===== src/rtl/uart_rx_ovs.sv =====
// rtl/uart_rx_ovs.sv - oversampled UART receiver with majority voting and a valid/ready holding register
// Frame: start, 8 data LSB first, optional even parity, stop; errors reported as one-cycle pulses.
module uart_rx_ovs #(
  parameter int CLKS_PER_BIT = 20,
  parameter int PARITY_EN    = 0
) (
  input  logic       clk,
  input  logic       rst_n,
  input  logic       uart_rx,
  output logic [7:0] rx_data,
  output logic       rx_valid,
  input  logic       rx_ready,
  output logic       frame_err,
  output logic       parity_err,
  output logic       overrun,
  output logic       busy
);
  localparam int H  = CLKS_PER_BIT / 2;
  localparam int CW = $clog2(CLKS_PER_BIT);
  localparam logic [CW-1:0] C_LO  = CW'(H - 1);
  localparam logic [CW-1:0] C_MID = CW'(H);
  localparam logic [CW-1:0] C_HI  = CW'(H + 1);
  localparam logic [CW-1:0] C_END = CW'(CLKS_PER_BIT - 1);

  typedef enum logic [2:0] {IDLE, START, DATA, PARITY, STOP, WAIT_HIGH} state_t;

  state_t        state;
  logic          sync1, rx_s;
  logic [CW-1:0] cnt;
  logic [2:0]    bit_idx;
  logic          s0, s1, par_bit;
  logic [7:0]    shreg;
  logic          m, at_mid, at_end;

  // Majority of the two stored samples and the live third sample.
  assign m      = (s0 & s1) | (s0 & rx_s) | (s1 & rx_s);
  assign at_mid = (cnt == C_HI);
  assign at_end = (cnt == C_END);
  assign busy   = (state != IDLE);

  always_ff @(posedge clk or negedge rst_n) begin
    if (!rst_n) begin
      state      <= IDLE;
      sync1      <= 1'b1;
      rx_s       <= 1'b1;
      cnt        <= '0;
      bit_idx    <= '0;
      s0         <= 1'b0;
      s1         <= 1'b0;
      par_bit    <= 1'b0;
      shreg      <= '0;
      rx_data    <= '0;
      rx_valid   <= 1'b0;
      frame_err  <= 1'b0;
      parity_err <= 1'b0;
      overrun    <= 1'b0;
    end else begin
      sync1      <= uart_rx;
      rx_s       <= sync1;
      frame_err  <= 1'b0;
      parity_err <= 1'b0;
      overrun    <= 1'b0;
      cnt        <= cnt + 1'b1;
      if (rx_valid && rx_ready) rx_valid <= 1'b0;
      if (cnt == C_LO)  s0 <= rx_s;
      if (cnt == C_MID) s1 <= rx_s;

      case (state)
        IDLE: begin
          cnt <= '0;
          if (!rx_s) state <= START;
        end
        START: begin
          if (at_mid && m) begin
            state <= IDLE;
            cnt   <= '0;
          end else if (at_end) begin
            state   <= DATA;
            cnt     <= '0;
            bit_idx <= '0;
          end
        end
        DATA: begin
          if (at_mid) shreg <= {m, shreg[7:1]};
          if (at_end) begin
            cnt <= '0;
            if (bit_idx == 3'd7) state <= (PARITY_EN != 0) ? PARITY : STOP;
            else bit_idx <= bit_idx + 1'b1;
          end
        end
        PARITY: begin
          if (at_mid) par_bit <= m;
          if (at_end) begin
            state <= STOP;
            cnt   <= '0;
          end
        end
        STOP: begin
          // Resolved mid-bit so the next start edge can be caught without a gap.
          if (at_mid) begin
            cnt <= '0;
            if (!m) begin
              frame_err <= 1'b1;
              state     <= WAIT_HIGH;
            end else if ((PARITY_EN != 0) && (^{shreg, par_bit})) begin
              parity_err <= 1'b1;
              state      <= IDLE;
            end else begin
              state <= IDLE;
              if (!rx_valid || rx_ready) begin
                rx_data  <= shreg;
                rx_valid <= 1'b1;
              end else begin
                overrun <= 1'b1;
              end
            end
          end
        end
        WAIT_HIGH: begin
          cnt <= '0;
          if (rx_s) state <= IDLE;
        end
        default: begin
          state <= IDLE;
          cnt   <= '0;
        end
      endcase
    end
  end
endmodule


===== config.mk =====
export PLATFORM = sky130hd
export DESIGN_NAME = uart_rx_ovs
export DESIGN_NICKNAME = d
export VERILOG_FILES = /design/src/rtl/uart_rx_ovs.sv
export SDC_FILE = /design/constraint.sdc
export NUM_CORES = 1
export LEC_CHECK = 0
export CAP_MARGIN = 10
export CORE_MARGIN = 2
export CORE_UTILIZATION = 50
export DETAILED_ROUTE_END_ITERATION = 7
export PLACE_DENSITY_LB_ADDON = 0.12
export SLEW_MARGIN = 25
export SYNTH_ARGS = -nofsm -noshare
export SYNTH_HDL_FRONTEND = slang
export SYNTH_SLANG_ARGS = --single-unit

===== constraint.sdc =====
create_clock -name clk -period 1.6 [get_ports clk]
set_input_delay 0.24 -clock clk [delete_from_list [all_inputs] [get_ports clk]]
set_output_delay 0.24 -clock clk [all_outputs]
set_load 0.02 [all_outputs]

Word level (Yosys, flattened, before mapping)
Index checks and enable logic that the tools add are counted.
- output and inout port bits: 13
- logic and storage cells: 82
- flip-flop bits (word level): 34
- bitwise gates (word level): 5
- reduce and logical (&&, ||, !) cells: 12
- muxes and demuxes: 31
- add/sub/neg operators: 2
- equal/unequal tests: 20
- operators by type and width (cell ; number):
    $mux W3 ; 13
    $ne A2 B2 Y1 const B ; 9
    $pmux W3 S6 ; 1
    $eq A5 B4 Y1 const B ; 3
    $mux W5 ; 3
    $pmux W5 S3 ; 1
    $mux W1 ; 12
    $eq A3 B3 Y1 const B ; 3
    $reduce_and A7 Y1 ; 1
    $eq A3 B2 Y1 const B ; 2
    $pmux W3 S2 ; 1
    $add A5 B1 Y5 const B ; 1
    $eq A5 B5 Y1 const B ; 1
    $reduce_and A5 Y1 ; 1
    $reduce_and A4 Y1 ; 1
    $add A3 B1 Y3 const B ; 1
    $and A1 B1 Y1 ; 3
    $eq A3 B1 Y1 const B ; 1
    $logic_not A3 Y1 ; 1
    $ne A3 B3 Y1 const B ; 1
    $reduce_bool A3 Y1 ; 1
    $logic_and A1 B1 Y1 ; 2
    $or A1 B1 Y1 ; 2
    $reduce_and A2 Y1 ; 1
    4 further kinds ; 4

Logic depth before layout (Yosys ltp)
- depth in word-level cells: 6
- mapped depth: 7

Least setup slack after synthesis
OpenSTA, ideal clock, no wires.
- path type: reg2reg
- start: register cnt[0]
- end: register rx_data[0]
- stages on the path, launching flop included: 8
- path buffers: 2
- arrival: 1.608 ns
- required time: 1.475 ns
- library setup time: 0.125 ns
- clock period less this slack: 1.733 ns
- slack: -0.133 ns
- path through: dfrtp_1 -> ha_1 -> and4bb_1 -> buf_4 -> nand4_2 -> nand2b_4 -> buf_6 -> mux2_4
- cells in the longest elaborated chain, start to end: 2
- RTL lines (element ; line ; text):
    start, declared ; 29 ; logic [CW-1:0] cnt;
    start signal, assigned ; 63 ; cnt <= cnt + 1'b1;
    $eq A5 B4 Y1 ; 37 ; assign at_mid = (cnt == C_HI);
    $reduce_and A4 Y1 (no source line) ; - ;
    end signal, assigned ; 111 ; rx_data <= shreg;
    end, declared ; 10 ; output logic [7:0] rx_data,
Every way passes these cells.
A chain may end at the register's enable or synchronous reset.

Final worst setup path
- start: register cnt[0]
- end: register state[0]
- cells in the longest elaborated chain, start to end: 4
- elaborated cells on any way between the ends: 10
- classes of those cells: 6 x eq/ne; 2 x mux; 2 x reduce/logical
- RTL lines (element ; line ; text):
    $eq A5 B4 Y1 ; 37 ;
    $logic_and A1 B1 Y1 ; 74 ; if (at_mid && m) begin
    $ne A3 B3 Y1 (no source line) or $mux W3 (tied branches) ; - ;
    $reduce_and A7 Y1 (no source line) or $pmux W3 S6 (tied branches) ; - ;
    end signal, assigned ; 87 ; if (bit_idx == 3'd7) state <= (PARITY_EN != 0) ? PARITY : STOP;
    end, declared ; 27 ; state_t state;
Parallel ways exist; a longest one is shown, timed or not.

==> results.md <==
* Outcome: finished with violations
* Failing checks: setup timing
* Sequential share of the synthesized area at 52.6%
* Largest net degree at the start of global routing at 35
* Ys Warns at 0
* Final RePlAce weighted congestion at 0.761
* Fin. max-slew vios at 0
* RSZ-0062 raised after global routing: true
* Data required, critical path at 1.83 ns
* Via/cell ratio at 5.06
* Area delta synth->final at 33.7%
* Critical path class: reg -> reg
* Crit-path max cell delay at 0.41 ns
* Mean Syn Cell Area at 13.6 µm²
* 1st-iter DRT viols at 49
* Ratio of cells with drive above 1 in the final layout at 49.1%
* Fin worst setup slack at -0.0930 ns
* Ranking of synthesized cells by area: dfrtp_1, mux2_2, mux2_4
* CP arrival at 1.93 ns
* Routed Antenna Nets at 0
* Netlist cell types at 42
* Clk_skew at 0.00977 ns
* Hold Slack at 0.289 ns
* Vias in the first global route at 1,073
* I/O Buffers at 15
* CTS Root Cell: clkbuf_4
* Die height at 61.0 µm
* Cts bufs inserted at 5
* Core Region at 0.00308 mm²
* Htree depth at 2
* Fin crit period at 1.69 ns
* Clock transition at path regs at 0.10 ns
* Post-synth top area share at 49.4%
* Rows at 20
* Cell area power density at 970 mW/mm²
* CTS Hold Bufs at 0
* Initial Util at 52.7%
* Via Count at 1,058
* Post-synth ARST share at 100%
* Clock latency at the later pin of the worst-skew pair at 0.34 ns
* Slowest cell on crit path: dfrtp_1
* Fillers at 224
* Total track usage at 17.5%
* # DRC at 0
* First-pass GRT wire length at 4580 µm
* TNS Setup at -0.218 ns
* Fmax achieved at 591 MHz
* WL final at 3000 µm
* MaxCap Viol Count at 0
* Clock sink count at 34
* Crit Path Max Fanout at 4
* Grt ovf at 0
* Ant. Diodes at 0
* EDFF count, synth at 0
* Dominant cell type by area after synthesis: dfrtp_1
* CTS max path bufs at 2
* Worst path cell trace: ha_2 -> and4bb_4 -> a2111oi_4 -> a211oi_2 -> mux2_1
* Antenna violations before repair at 0
* Setup violators final at 4
* Die width at 61.0 µm
* Leakage at 1.20 nW
* Syn_nets at 129
* Flops & latches, synth at 34
* Ys flop type: dfrtp_1
* Worst Reg-to-Reg Cells at 5
* R2r setup slk at -0.09 ns
* Worst r2r src: cnt[0]$_DFF_PN0_
* Final hold violation count at 0
* Cells after Synth at 119
* 1st-pass router iterations at 3
* DR WL/cell at 14.4 µm
* VDD IR max at 689 µV
* Layout Nets at 174
* Syn Std Cell Area at 0.00162 mm²
* Ports at 17
* Period utilization at 106%
* CTS tree: built
* Hold Path Class: in -> async
* FF-to-FF End: state[0]$_DFFE_PN0P_
* Post-DP HPWL at 2070 µm
* CP endpoint kind: flop
* Worst setup SP type: flop
* Die area at 0.00371 mm²
[placed cells by master, fill, tap and decap left out, types with 2 or more instances in the layout]
cell,n
mux2_4,10
nand3_1,4
mux2_1,2
nand2_1,4
buf_6,2
inv_1,2
nor3b_1,2
a22o_1,2
nor2_1,6
nor2_2,3
clkbuf_4,5
ha_1,3
clkdlybuf4s50_1,5
mux2_2,9
xor2_1,2
dlymetal6s2s_1,9
and4bb_4,2
ha_2,2
dfrtp_1,31
dfstp_2,2
buf_4,28
[flip-flops by register name, summed over array words and instances, names as in the netlist, 3 cells and up]
signal and cells:
cnt 5, state 3, rx_data 8, bit_idx 3, shreg 8
[per-stage QoR]
step                power [mW]  area, µm²  cells  setup WS [ns]  util, %
detailed placement        1.51       1950    193         -0.164     63.5
global route              2.21       2170    209         -0.128     70.4
floorplan                 1.27       1650    119         -0.103        -
CTS                       2.07       2080    208         -0.121     67.7
global placement          1.49       1950    193         -0.121     63.5
finish                    2.10       2170    209        -0.0930     70.4
[critical path, delay by kind of cell (launching register included)]
| kind | cells | cell delay (ns) |
|---|---|---|
| flip-flops | 1 | 0.41 |
| AND/OR/NAND/NOR | 1 | 0.23 |
| AO/OA/AOI/OAI | 2 | 0.44 |
| multiplexers | 1 | 0.33 |
| adder cells (fa/ha/maj) | 1 | 0.18 |
[logic make-up after synthesis]
group	Yosys count	share of synthesized area [%]
other cells	1	0.231
compound gates	11	6.33
flops	34	52.6
fa+ha+maj	7	5.25
simple gates	33	13.9
mux	21	16.4
xor+xnor	3	1.62
buf+inv	9	3.63
[repair_timing]
item / CTS / global route
endpoints found under the setup margin: 20 / 36
gates resized for setup: 10 / 24
pin swaps: 6 / 5
setup buffers: 7 / 3
[layout make-up]
class / instances / area, µm² / share of cell area (%)
repair buffers: 44 / 395 / 18.2
flip-flops and latches: 34 / 855 / 39.4
well taps: 44 / 55.1 / 2.54
multi-input cells: 76 / 786 / 36.2
inverters: 3 / 13.8 / 0.635
clock buffers: 6 / 51.3 / 2.37
clock inverters: 2 / 12.5 / 0.577
[power by group]
group | total, mW | internal, mW | switching, mW
sequential | 0.976 | 0.920 | 0.0568
clock | 0.505 | 0.211 | 0.294
combinational | 0.622 | 0.328 | 0.294
[per-layer routing]
metal | wire length (µm) | GRT usage [%] | up-vias
met3 | 101 | 7.04 | 7
met2 | 1420 | 26.0 | 21
li1 | - | - | 512
met1 | 1410 | 23.0 | 518
met5 | 0 | 0 | -
met4 | 74 | 6.83 | 0
[synth_stat cells, drive strengths merged (2+ instances only)]
master  instances
buf             6
xor2            2
inv             3
mux2           21
o21ai           2
and4bb          2
dfrtp          32
nand3           6
nor3b           3
nand2           4
dfstp           2
nand2b          2
nor2            9
ha              6
a22o            2
[worst max-delay path by stage]
stage / start / endpoint / cells past startpoint
3_5_place_dp: bit_idx[0]$_DFFE_PN0P_ / state[0]$_DFFE_PN0P_ / 5
3_3_place_gp: rx_s$_DFF_PN1_ / state[0]$_DFFE_PN0P_ / 4
6_report: cnt[0]$_DFF_PN0_ / state[0]$_DFFE_PN0P_ / 5
5_1_grt: bit_idx[1]$_DFFE_PN0P_ / state[0]$_DFFE_PN0P_ / 5
4_1_cts: cnt[0]$_DFF_PN0_ / state[0]$_DFFE_PN0P_ / 5
2_1_floorplan: cnt[0]$_DFF_PN0_ / rx_data[0]$_DFFE_PN0P_ / 7
(Power assumes the default switching activity.)
